### config.mk
export PLATFORM = sky130hd
export DESIGN_NAME = clk_div_meter
export DESIGN_NICKNAME = d
export VERILOG_FILES = /design/src/rtl/clk_div_meter.sv
export SDC_FILE = /design/constraint.sdc
export NUM_CORES = 1
export LEC_CHECK = 0
export CELL_PAD_IN_SITES_DETAIL_PLACEMENT = 0
export CELL_PAD_IN_SITES_GLOBAL_PLACEMENT = 1
export CORE_MARGIN = 1.5
export CORE_UTILIZATION = 31
export CTS_CLUSTER_SIZE = 12
export DETAILED_ROUTE_END_ITERATION = 10
export PLACE_DENSITY = 0.63
export SETUP_SLACK_MARGIN = 0.2
export SYNTH_ARGS = -nofsm -noshare
export SYNTH_HDL_FRONTEND = slang
export SYNTH_SLANG_ARGS = --single-unit
export TNS_END_PERCENT = 10
### constraint.sdc
create_clock -name clkIn -period 6.9 [get_ports clkIn]
set_clock_uncertainty 0.05 [all_clocks]
set_input_delay 1.38 -clock clkIn [delete_from_list [all_inputs] [get_ports clkIn]]
set_output_delay 1.38 -clock clkIn [all_outputs]
set_load 0.02 [all_outputs]
### src/rtl/clk_div_meter.sv
// clk_div_meter: measures period and high time of a selected divided clock in clkIn cycles
module clk_div_meter #(
  parameter int CNT_W   = 16,
  parameter int TIMEOUT = 1024
) (
  input  logic             clkIn,
  input  logic             rst,
  input  logic [5:0]       div_in,
  input  logic [2:0]       sel,
  input  logic             start,
  output logic             busy,
  output logic             done,
  output logic             timeout,
  output logic [CNT_W-1:0] period,
  output logic [CNT_W-1:0] high_time
);
  localparam int TW = $clog2(TIMEOUT + 1);
  typedef enum logic [2:0] {IDLE, ARM, HIGH, LOW, DONE} state_t;
  state_t           state;
  logic [2:0]       sel_q;
  logic [1:0]       sync;
  logic             s_d;
  logic [CNT_W-1:0] cnt;
  logic [TW-1:0]    tcnt;
  logic [7:0]       src;
  logic             s, rise, fall, tmo;
  logic [CNT_W-1:0] cnt_inc;
  assign src     = {2'b00, div_in};
  assign s       = sync[1];
  assign rise    = s & ~s_d;
  assign fall    = ~s & s_d;
  assign tmo     = (state inside {ARM, HIGH, LOW}) && (tcnt == TW'(TIMEOUT - 1));
  assign cnt_inc = &cnt ? cnt : cnt + 1'b1;
  always_ff @(posedge clkIn or negedge rst) begin
    if (!rst) begin
      state     <= IDLE;
      sel_q     <= '0;
      sync      <= '0;
      s_d       <= 1'b0;
      cnt       <= '0;
      tcnt      <= '0;
      busy      <= 1'b0;
      done      <= 1'b0;
      timeout   <= 1'b0;
      period    <= '0;
      high_time <= '0;
    end else begin
      sync <= {sync[0], src[sel_q]};
      s_d  <= s;
      done <= 1'b0;
      if (state inside {ARM, HIGH, LOW}) tcnt <= tcnt + 1'b1;
      if (tmo) begin
        state     <= DONE;
        timeout   <= 1'b1;
        period    <= '0;
        high_time <= '0;
        done      <= 1'b1;
        busy      <= 1'b0;
      end else begin
        case (state)
          IDLE: if (start) begin
            sel_q   <= sel;
            tcnt    <= '0;
            timeout <= 1'b0;
            busy    <= 1'b1;
            state   <= ARM;
          end
          // s/s_d still carry the previous selection for the first cycles of ARM
          ARM: if (rise && tcnt >= TW'(3)) begin
            cnt   <= CNT_W'(1);
            state <= HIGH;
          end
          HIGH: begin
            cnt <= cnt_inc;
            if (fall) begin
              high_time <= cnt;
              state     <= LOW;
            end
          end
          LOW: begin
            cnt <= cnt_inc;
            if (rise) begin
              period <= cnt;
              done   <= 1'b1;
              busy   <= 1'b0;
              state  <= DONE;
            end
          end
          default: state <= IDLE;
        endcase
      end
    end
  end
endmodule

# --- Yosys cells after proc, flatten, opt, wreduce, memory -nomap -nowiden ---
# Index checks and enable logic that the tools add are counted.
op_classes:
  reduce_logical: 21
  mux: 31
  add_sub_neg: 2
  order_cmp: 2
  bitwise_logic: 5
  n_eq_ne: 10
ops:
  columns: ["cell", "n"]
  rows:
  - ["$mux 16", 8]
  - ["$mux 11", 4]
  - ["$pmux 16 s2", 1]
  - ["$add 16x1->16 const B", 1]
  - ["$reduce_and 16->1", 1]
  - ["$mux 3", 5]
  - ["$reduce_bool 2->1", 7]
  - ["$pmux 3 s4", 1]
  - ["$add 11x1->11 const B", 1]
  - ["$eq 11x10->1 const B", 1]
  - ["$ge 11x2->1 const B", 1]
  - ["$mux 1", 10]
  - ["$ne 3x3->1 const B", 3]
  - ["$reduce_and 4->1", 2]
  - ["$eq 3x2->1 const B", 2]
  - ["$reduce_and 2->1", 3]
  - ["$reduce_and 3->1", 2]
  - ["$reduce_bool 3->1", 2]
  - ["$lt 3x4->1 const B", 1]
  - ["$bmux 1 s3", 1]
  - ["$eq 3x1->1 const B", 1]
  - ["$logic_not 3->1", 1]
  - ["$ne 3x2->1 const B", 1]
  - ["$not 1->1", 3]
  - ["6 further kinds", 8]
totals:
  output_inout_bits: 35
  word_cells: 82
  register_bits: 71
  in_bits: 12

# --- Longest topological paths before layout ---
# Gate-level depths: netlist of run 1.
logic_depth:
  word_depth: 6
  mapped_depth: 8
  ltp_nobuf: 6

# --- Least setup slack after synthesis of run 1 ---
# Ideal clock, no wire load.
synth_timing:
  path_kind: "input -> register"
  from: "input start"
  to: "register tcnt[0]"
  required_time_ns: 6.718
  n_path_buf: 1
  setup_ns: 0.132
  arrival_ns: 2.196
  path_stages: 3
  setup_slack_ns: 4.522
  cell_sequence: "nor4b_2 > clkbuf_1 > nor2_1"
synth_via:
  elab_chain_cells: 3
synth_rtl:
  columns: ["item", "line", "source"]
  rows:
  - ["start, declared", "10", "input logic start,"]
  - ["$mux 11", "61", "IDLE: if (start) begin"]
  - ["$mux 11", "60", "case (state)"]
  - ["$mux 11", "52", "if (tmo) begin"]
  - ["end signal, assigned", "51", "if (state inside {ARM, HIGH, LOW}) tcnt <= tcnt + 1'b1;"]
  - ["end, declared", "24", "logic [TW-1:0] tcnt;"]
# No other way between the ends.
# A chain may end at the register's enable or synchronous reset.

# --- Worst setup path in the final report of run 1 ---
layout_timing:
  from: "register state[1]"
  to: "register cnt[4]"
layout_via:
  elab_chain_cells: 5
  word_cells_on_any_way: 12
  cone_classes: "eq/ne (5); mux (1); bitwise (1); reduce/logical (5)"
layout_rtl:
  columns: ["item", "line", "source"]
  rows:
  - ["start, declared", "19", "state_t state;"]
  - ["start signal, assigned", "36", "state <= IDLE;"]
  - ["start signal, assigned", "53", "state <= DONE;"]
  - ["start signal, assigned", "66", "state <= ARM;"]
  - ["$eq 3x1->1 / $eq 3x2->1 (equally long branches)", "32, 60", null]
  - ["$reduce_bool 3->1", "32", "assign tmo = (state inside {ARM, HIGH, LOW}) && (tcnt == TW'(TIMEOUT - 1));"]
  - ["$logic_and 1x1->1", "32", null]
  - ["$not 1->1 (no line)", null, null]
  - ["$reduce_and 4->1 (no line)", null, null]
  - ["end signal, assigned", "74", "cnt <= cnt_inc;"]
  - ["end signal, assigned", "81", "cnt <= cnt_inc;"]
  - ["end, declared", "23", "logic [CNT_W-1:0] cnt;"]
# Several ways; a longest one is shown, not always the timed one.

==> results of run 1 <==
registers in the layout, indices dropped and copies added (netlist names), 2 cells and up:
signal / flops
cnt: 16
high_time: 16
period: 16
tcnt: 11
sel_q: 3
state: 3
sync: 2
critical path, cell delays in order, from the launching register on:
cell                       delay, ps
sky130_fd_sc_hd__dfrtp_1         520
sky130_fd_sc_hd__o21bai_1        390
sky130_fd_sc_hd__or4_1           580
sky130_fd_sc_hd__nand2_1         150
sky130_fd_sc_hd__nor3_2          780
sky130_fd_sc_hd__a31oi_1         220
metal layers:
layer	part of all wire [%]	global-route usage, %
met5	0	0
met1	50	22.09
met4	2.2	7.048
met3	6.2	3.526
met2	42	20.66
cells in the mapped netlist, types with 5 or more instances:
cell	n
sky130_fd_sc_hd__dfrtp_1	71
sky130_fd_sc_hd__nor2_1	48
sky130_fd_sc_hd__nand2_1	46
sky130_fd_sc_hd__nand3_1	22
sky130_fd_sc_hd__mux2i_1	14
sky130_fd_sc_hd__a21oi_1	13
sky130_fd_sc_hd__a31oi_1	10
sky130_fd_sc_hd__clkbuf_1	10
sky130_fd_sc_hd__o21ai_0	10
sky130_fd_sc_hd__inv_1	8
sky130_fd_sc_hd__o31ai_1	6
sky130_fd_sc_hd__xor2_1	6
sky130_fd_sc_hd__a41oi_1	5
sky130_fd_sc_hd__and3_1	5
sky130_fd_sc_hd__nand4_1	5
through the flow:
stage	cells	hold WS, ps	total power [mW]	util (%)
2_1_floorplan	338	281.2	0.8704	-
3_3_place_gp	504	289.5	0.9940	37.49
3_5_place_dp	504	293.4	0.9992	37.49
4_1_cts	520	310.2	1.429	39.94
5_1_grt	520	326.1	1.505	39.94
6_report	520	310.3	1.413	39.94
power by group through the flow:
stage,Sequential (mW),Combinational [mW],Clock (mW)
after floorplan,0.567,0.303,0
after global placement,0.580,0.414,0
after global routing,0.587,0.464,0.454
after detailed placement,0.581,0.419,0
final,0.572,0.418,0.423
after CTS,0.574,0.421,0.434
worst max path at each step:
stage	cells past startpoint	start	endpoint	slack, ps
final	5	state[1]	cnt[4]	4020
after global routing	5	state[1]	cnt[6]	3820
after CTS	5	state[1]	cnt[4]	4000
after detailed placement	4	start	sel_q[1]	4050
after global placement	4	start	sel_q[0]	4070
after floorplan	3	start	tcnt[0]	4520
logic make-up after synthesis:
group / Yosys count / synth area share [%]
AOI/OAI and AO/OA: 53 / 10.55
xor gates and xnor gates: 9 / 2.340
adders and majority gates: 2 / 0.7428
buffers and inverters: 30 / 5.275
DFF: 71 / 52.75
muxes: 19 / 6.166
and+or+nand+nor: 154 / 22.18
area by class of cell:
class	instances	area, um2
Tap cell	136	170.2
Fill cell	1021	6256
Clock inverter	5	103.9
Timing Repair Buffer	52	500.5
Multi-Input combinational cell	237	1428
Clock buffer	11	151.4
Sequential cell	71	1777
Inverter	8	30.03
==> results.sh, run 1 <==
export IMPL_status="finished clean"
export IMPL_gp_routability_congestion=0.8151
export IMPL_detail_route_wirelength_um=7931
export IMPL_p_per_area_mw_per_mm2=339.6
export IMPL_switching_part_of_the_total_pct=34.47
export IMPL_cap_violations=0
export IMPL_timing_hold_worst_start="sync[0]"
export IMPL_slew_violations=0
export IMPL_dieWidth_um=107.2
export IMPL_final_period_utilization_pct=41.70
export IMPL_floorplan_core_area_mm2=0.01042
export IMPL_design_final_nets=393
export IMPL_antenna_found_initial=0
export IMPL_antennaDiodeCount=0
export IMPL_initial_core_utilization_pct=32.34
export IMPL_port_buffers=46
export IMPL_clock_sinks=71
export IMPL_floorplan_rows=37
export IMPL_period_needed_ps=2878
export IMPL_placed_cell_area_mm2=0.003905
export IMPL_clock_path_buffers=2
export IMPL_yosys_warning_total=0
export IMPL_grt_setup_unrepaired="no"
export IMPL_netlist_area_leader_share_pct=52.75
export IMPL_dp_hpwl_um=5145
export IMPL_tightest_slew_ps=988.5
export IMPL_power_share_sequential_pct=40.5
export IMPL_synthDominantAreaCellType="sky130_fd_sc_hd__dfrtp_1"
export IMPL_post_synth_inst_count=338
export IMPL_netlist_top_cells_area="sky130_fd_sc_hd__dfrtp_1 53%, sky130_fd_sc_hd__nor2_1 5.3%, sky130_fd_sc_hd__nand2_1 5.1%, sky130_fd_sc_hd__mux2i_1 4.2%, sky130_fd_sc_hd__nand3_1 3.3%"
export IMPL_synth_edf_count=0
export IMPL_first_iter_violations=111
export IMPL_dr_pass1_iters=4
export IMPL_cts_htree_levels=3
export IMPL_holdPathStages=0
export IMPL_via_per_inst=4.996
export IMPL_reg2reg_slack_ps=4020
export IMPL_maxClockFrequency_mhz=347.5
export IMPL_fp_dieArea_mm2=0.01150
export IMPL_clockRootBuffer="sky130_fd_sc_hd__clkbuf_8"
export IMPL_area_growth_syn_to_layout_pct=23.51
export IMPL_die_y_um=107.2
export IMPL_grt_usage_pct=15.06
export IMPL_cts_resized_gates=0
export IMPL_synth_seq_area_share_pct=52.75
export IMPL_power_internal_mw=0.9258
export IMPL_r2r_end="cnt[4]"
export IMPL_synthesized_nets=352
export IMPL_ir_drop_mv=0.1253
export IMPL_critPathKind="reg -> reg"
export IMPL_summed_instance_area_of_the_synthesized_netlist_mm2=0.003368
export IMPL_vias_after_detailed_routing=2598
export IMPL_async_flop_share_pct=100.0
export IMPL_final_hold_viol_count=0
export IMPL_synth_cell_types=48
export IMPL_fin_setup_tns_ps=0
export IMPL_hold_path_end="sync[1]"
export IMPL_first_global_vias=2496
export IMPL_clkSlewWorstSetupHoldPaths_ps=80
export IMPL_net_switching_power_mw=0.4870
export IMPL_routedWlPerCell_um=15.25
export IMPL_worstSkewPairLatency_ps=350
export IMPL_ant_nets=0
export IMPL_min_delay_path_class="reg -> reg"
export IMPL_cts_tree="done"
export IMPL_largest_net_degree_at_the_start_of_global_routing=72
export IMPL_clock_power_share_pct=29.9
export IMPL_synthesis_area_per_instance_um2=9.965
export IMPL_number_of_hold_buffers_added_after_cts=0
export IMPL_yosys_register_bits=71
export IMPL_power_combinational_fraction_pct=29.6
export IMPL_design_area_mm2=0.004160
export IMPL_critPathCaptureType="flip-flop"
export IMPL_cts_setup_buffers=0
export IMPL_cts_made_buffers=9
export IMPL_placement_setup_worst_slack_ps=4049
export IMPL_postSynth_topFlopCell="sky130_fd_sc_hd__dfrtp_1"
export IMPL_critical_path_peak_fanout=15
export IMPL_grt_first_pass_wirelength_um=13110
export IMPL_setup_worst_path_start_class="flip-flop"
export IMPL_power_leakage_nw=1.925
export IMPL_ff2ff_path_depth=5
export IMPL_layout_common_cells="71 x sky130_fd_sc_hd__dfrtp_1, 48 x sky130_fd_sc_hd__nor2_1, 46 x sky130_fd_sc_hd__nand2_1"
export IMPL_postLayoutSetupSlackWorst_ps=4022
export IMPL_max_slew_margin_pct=33.74
export IMPL_grt_remaining_overflow=0
export IMPL_critPathRequiredTime_ps=7020
export IMPL_worst_ep_arrival_time_ps=3000
export IMPL_post_route_drc_count=0
export IMPL_layout_cells_most_common="sky130_fd_sc_hd__dfrtp_1"
export IMPL_share_of_post_route_cells_with_drive_strength_above_1_pct=10.16
export IMPL_i_o_pin_total=47
export IMPL_setup_viol=0
export IMPL_regToRegStartpoint="state[1]"
Power figures use the tool's default switching activity.
==> run 2, diff against run 1 <==
--- a/config.mk
+++ b/config.mk
@@ -11,7 +11,7 @@
 export CORE_UTILIZATION = 31
 export CTS_CLUSTER_SIZE = 12
 export DETAILED_ROUTE_END_ITERATION = 10
-export PLACE_DENSITY = 0.63
+export PLACE_DENSITY = 0.66
 export SETUP_SLACK_MARGIN = 0.2
 export SYNTH_ARGS = -nofsm -noshare
 export SYNTH_HDL_FRONTEND = slang
==> constraint.sdc (replaced) <==
create_clock -name clkIn -period 2.6 [get_ports clkIn]
set_clock_uncertainty 0.05 [all_clocks]
set_input_delay 0.52 -clock clkIn [delete_from_list [all_inputs] [get_ports clkIn]]
set_output_delay 0.52 -clock clkIn [all_outputs]
set_load 0.02 [all_outputs]
==> results.sh, run 2 (synthesized netlist as in run 1, its figures left out) <==
export IMPL_critical_path_max_stage_delay_ps=590
export IMPL_cts_tree="done"
export IMPL_antennaDiodeCount=0
export IMPL_design_final_nets=401
export IMPL_routedWlPerCell_um=15.37
export IMPL_net_switching_power_mw=1.247
export IMPL_cell_with_the_largest_stage_delay_on_the_worst_path="sky130_fd_sc_hd__or4_4"
export IMPL_fp_dieArea_mm2=0.01150
export IMPL_clock_sinks=71
export IMPL_switching_part_of_the_total_pct=36.17
export IMPL_dieWidth_um=107.2
export IMPL_cts_made_buffers=9
export IMPL_slew_violations=0
export IMPL_cts_setup_buffers=0
export IMPL_critPathCaptureType="flip-flop"
export IMPL_grt_usage_pct=15.58
export IMPL_final_hold_viol_count=0
export IMPL_grt_setup_unrepaired="yes"
export IMPL_first_iter_violations=98
export IMPL_tightest_slew_ps=490.8
export IMPL_power_combinational_fraction_pct=35.2
export IMPL_power_leakage_nw=1.925
export IMPL_gp_routability_congestion=0.8162
export IMPL_clkSlewWorstSetupHoldPaths_ps=70
export IMPL_clock_power_share_pct=22.3
export IMPL_final_period_utilization_pct=87.88
export IMPL_clockRootBuffer="sky130_fd_sc_hd__clkbuf_8"
export IMPL_grt_met1_usage_pct=22.35
export IMPL_gr_usage_met2_pct=22.70
export IMPL_ant_nets=0
export IMPL_grt_remaining_overflow=0
export IMPL_floorplan_rows=37
export IMPL_post_layout_total_power_mw=3.448
export IMPL_setup_viol=0
export IMPL_power_share_sequential_pct=42.5
export IMPL_critical_path_peak_fanout=12
export IMPL_dp_hpwl_um=5380
export IMPL_cts_resized_gates=0
export IMPL_first_global_vias=2634
export IMPL_postLayoutSetupSlackWorst_ps=315.0
export IMPL_die_y_um=107.2
export IMPL_clock_path_buffers=2
export IMPL_largest_net_degree_at_the_start_of_global_routing=72
export IMPL_number_of_hold_buffers_added_after_cts=0
export IMPL_grt_first_pass_wirelength_um=13690
export IMPL_port_buffers=46
export IMPL_floorplan_core_area_mm2=0.01042
export IMPL_share_of_post_route_cells_with_drive_strength_above_1_pct=10.77
export IMPL_cap_violations=0
export IMPL_grt_util_met3_pct=2.614
export IMPL_placement_setup_worst_slack_ps=345.4
export IMPL_cts_htree_levels=3
export IMPL_design_area_mm2=0.004149
export IMPL_power_internal_mw=2.201
export IMPL_critPathKind="reg -> reg"
export IMPL_maxClockFrequency_mhz=437.6
export IMPL_worst_ep_arrival_time_ps=2450
export IMPL_p_per_area_mw_per_mm2=831.1
export IMPL_area_growth_syn_to_layout_pct=23.18
export IMPL_worstSkewPairLatency_ps=340
export IMPL_post_route_drc_count=0
export IMPL_crit_family="simple AND/OR/NAND/NOR gates"
export IMPL_i_o_pin_total=47
export IMPL_layout_cells_most_common="sky130_fd_sc_hd__dfrtp_1"
export IMPL_fin_setup_tns_ps=0
export IMPL_busiest_layer="met2"
export IMPL_detail_route_wirelength_um=8084
export IMPL_critPathRequiredTime_ps=2760
export IMPL_min_delay_path_class="in -> async"
export IMPL_initial_core_utilization_pct=32.34
export IMPL_via_per_inst=5.004
export IMPL_crit_path_cell_trace="ha_1 -> nand2_1 -> or4_4 -> o311a_4 -> a41oi_1 -> a31oi_1"
export IMPL_cp_num_buf_inv=0
export IMPL_layout_common_cells="71 x sky130_fd_sc_hd__dfrtp_1, 48 x sky130_fd_sc_hd__nor2_1, 46 x sky130_fd_sc_hd__nand2_1"
export IMPL_dr_pass1_iters=4
export IMPL_setup_worst_path_start_class="flip-flop"
export IMPL_vias_after_detailed_routing=2632
export IMPL_ir_drop_mv=0.4477
export IMPL_placed_cell_area_mm2=0.003985
export IMPL_antenna_found_initial=0
export IMPL_status="finished clean"
export IMPL_max_slew_margin_pct=67.28
export IMPL_reg_largest_list="cnt x16, high_time x16, period x16"
export IMPL_period_needed_ps=2285
## run 2: stage by stage
step	utilization [%]	hold slack (ps)	cells
floorplan	-	174.4	338
global placement	38.26	292.2	512
detailed placement	38.26	291.8	512
CTS	39.83	150.4	526
global route	39.83	158.1	526
finish	39.83	128.6	526
## run 2: area by class of cell
cell class                      instances  area, um2
Multi-Input combinational cell        237       1423
Timing Repair Buffer                   60      585.6
Sequential cell                        71       1777
Tap cell                              136      170.2
Inverter                                8      30.03
Fill cell                            1042       6267
Clock buffer                           13      158.9
Clock inverter                          1      5.005
## run 2: layer usage
metal	wire length [um]	vias to the layer above	part of all wire [%]
li1	-	1271	-
met1	4136	1290	51
met2	3558	65	44
met3	272	6	3.4
met4	116	0	1.4
met5	0	-	0
## run 2: path summary, 6_finish.rpt
check | start | endpoint | slack, ps | cells past startpoint
max in group asynchronous | rst | tcnt[1] | 2020 | 2
min in group clkIn | sync[0] | sync[1] | 310 | 0
hold reg to reg | sync[0] | sync[1] | 310 | 0
setup reg to reg | cnt[0] | cnt[9] | 310 | 6
hold / removal | rst | tcnt[5] | 130 | 2
setup / recovery | cnt[0] | cnt[9] | 310 | 6
## run 2: worst register-to-register path, stage by stage, from the launching register on
cell	delay, ps
sky130_fd_sc_hd__dfrtp_1	440
sky130_fd_sc_hd__ha_1	230
sky130_fd_sc_hd__nand2_1	120
sky130_fd_sc_hd__or4_4	590
sky130_fd_sc_hd__o311a_4	400
sky130_fd_sc_hd__a41oi_1	250
sky130_fd_sc_hd__a31oi_1	70
## run 2: power by group through the flow
stage | sequential [mW] | clock [mW] | combinational, mW
after floorplan | 1.51 | 0 | 0.805
after global placement | 1.49 | 0 | 1.19
after detailed placement | 1.49 | 0 | 1.22
after CTS | 1.47 | 0.807 | 1.22
after global routing | 1.50 | 0.858 | 1.36
final | 1.47 | 0.768 | 1.21
==> run 3, diff against run 2 <==
--- a/config.mk
+++ b/config.mk
@@ -9,10 +9,11 @@
 export CELL_PAD_IN_SITES_GLOBAL_PLACEMENT = 1
 export CORE_MARGIN = 1.5
 export CORE_UTILIZATION = 31
-export CTS_CLUSTER_SIZE = 12
+export CTS_CLUSTER_SIZE = 24
 export DETAILED_ROUTE_END_ITERATION = 10
 export PLACE_DENSITY = 0.66
 export SETUP_SLACK_MARGIN = 0.2
+export SLEW_MARGIN = 10
 export SYNTH_ARGS = -nofsm -noshare
 export SYNTH_HDL_FRONTEND = slang
 export SYNTH_SLANG_ARGS = --single-unit
==> results of run 3 <==
Final layout, timing and power as in run 2 (identical DEF).
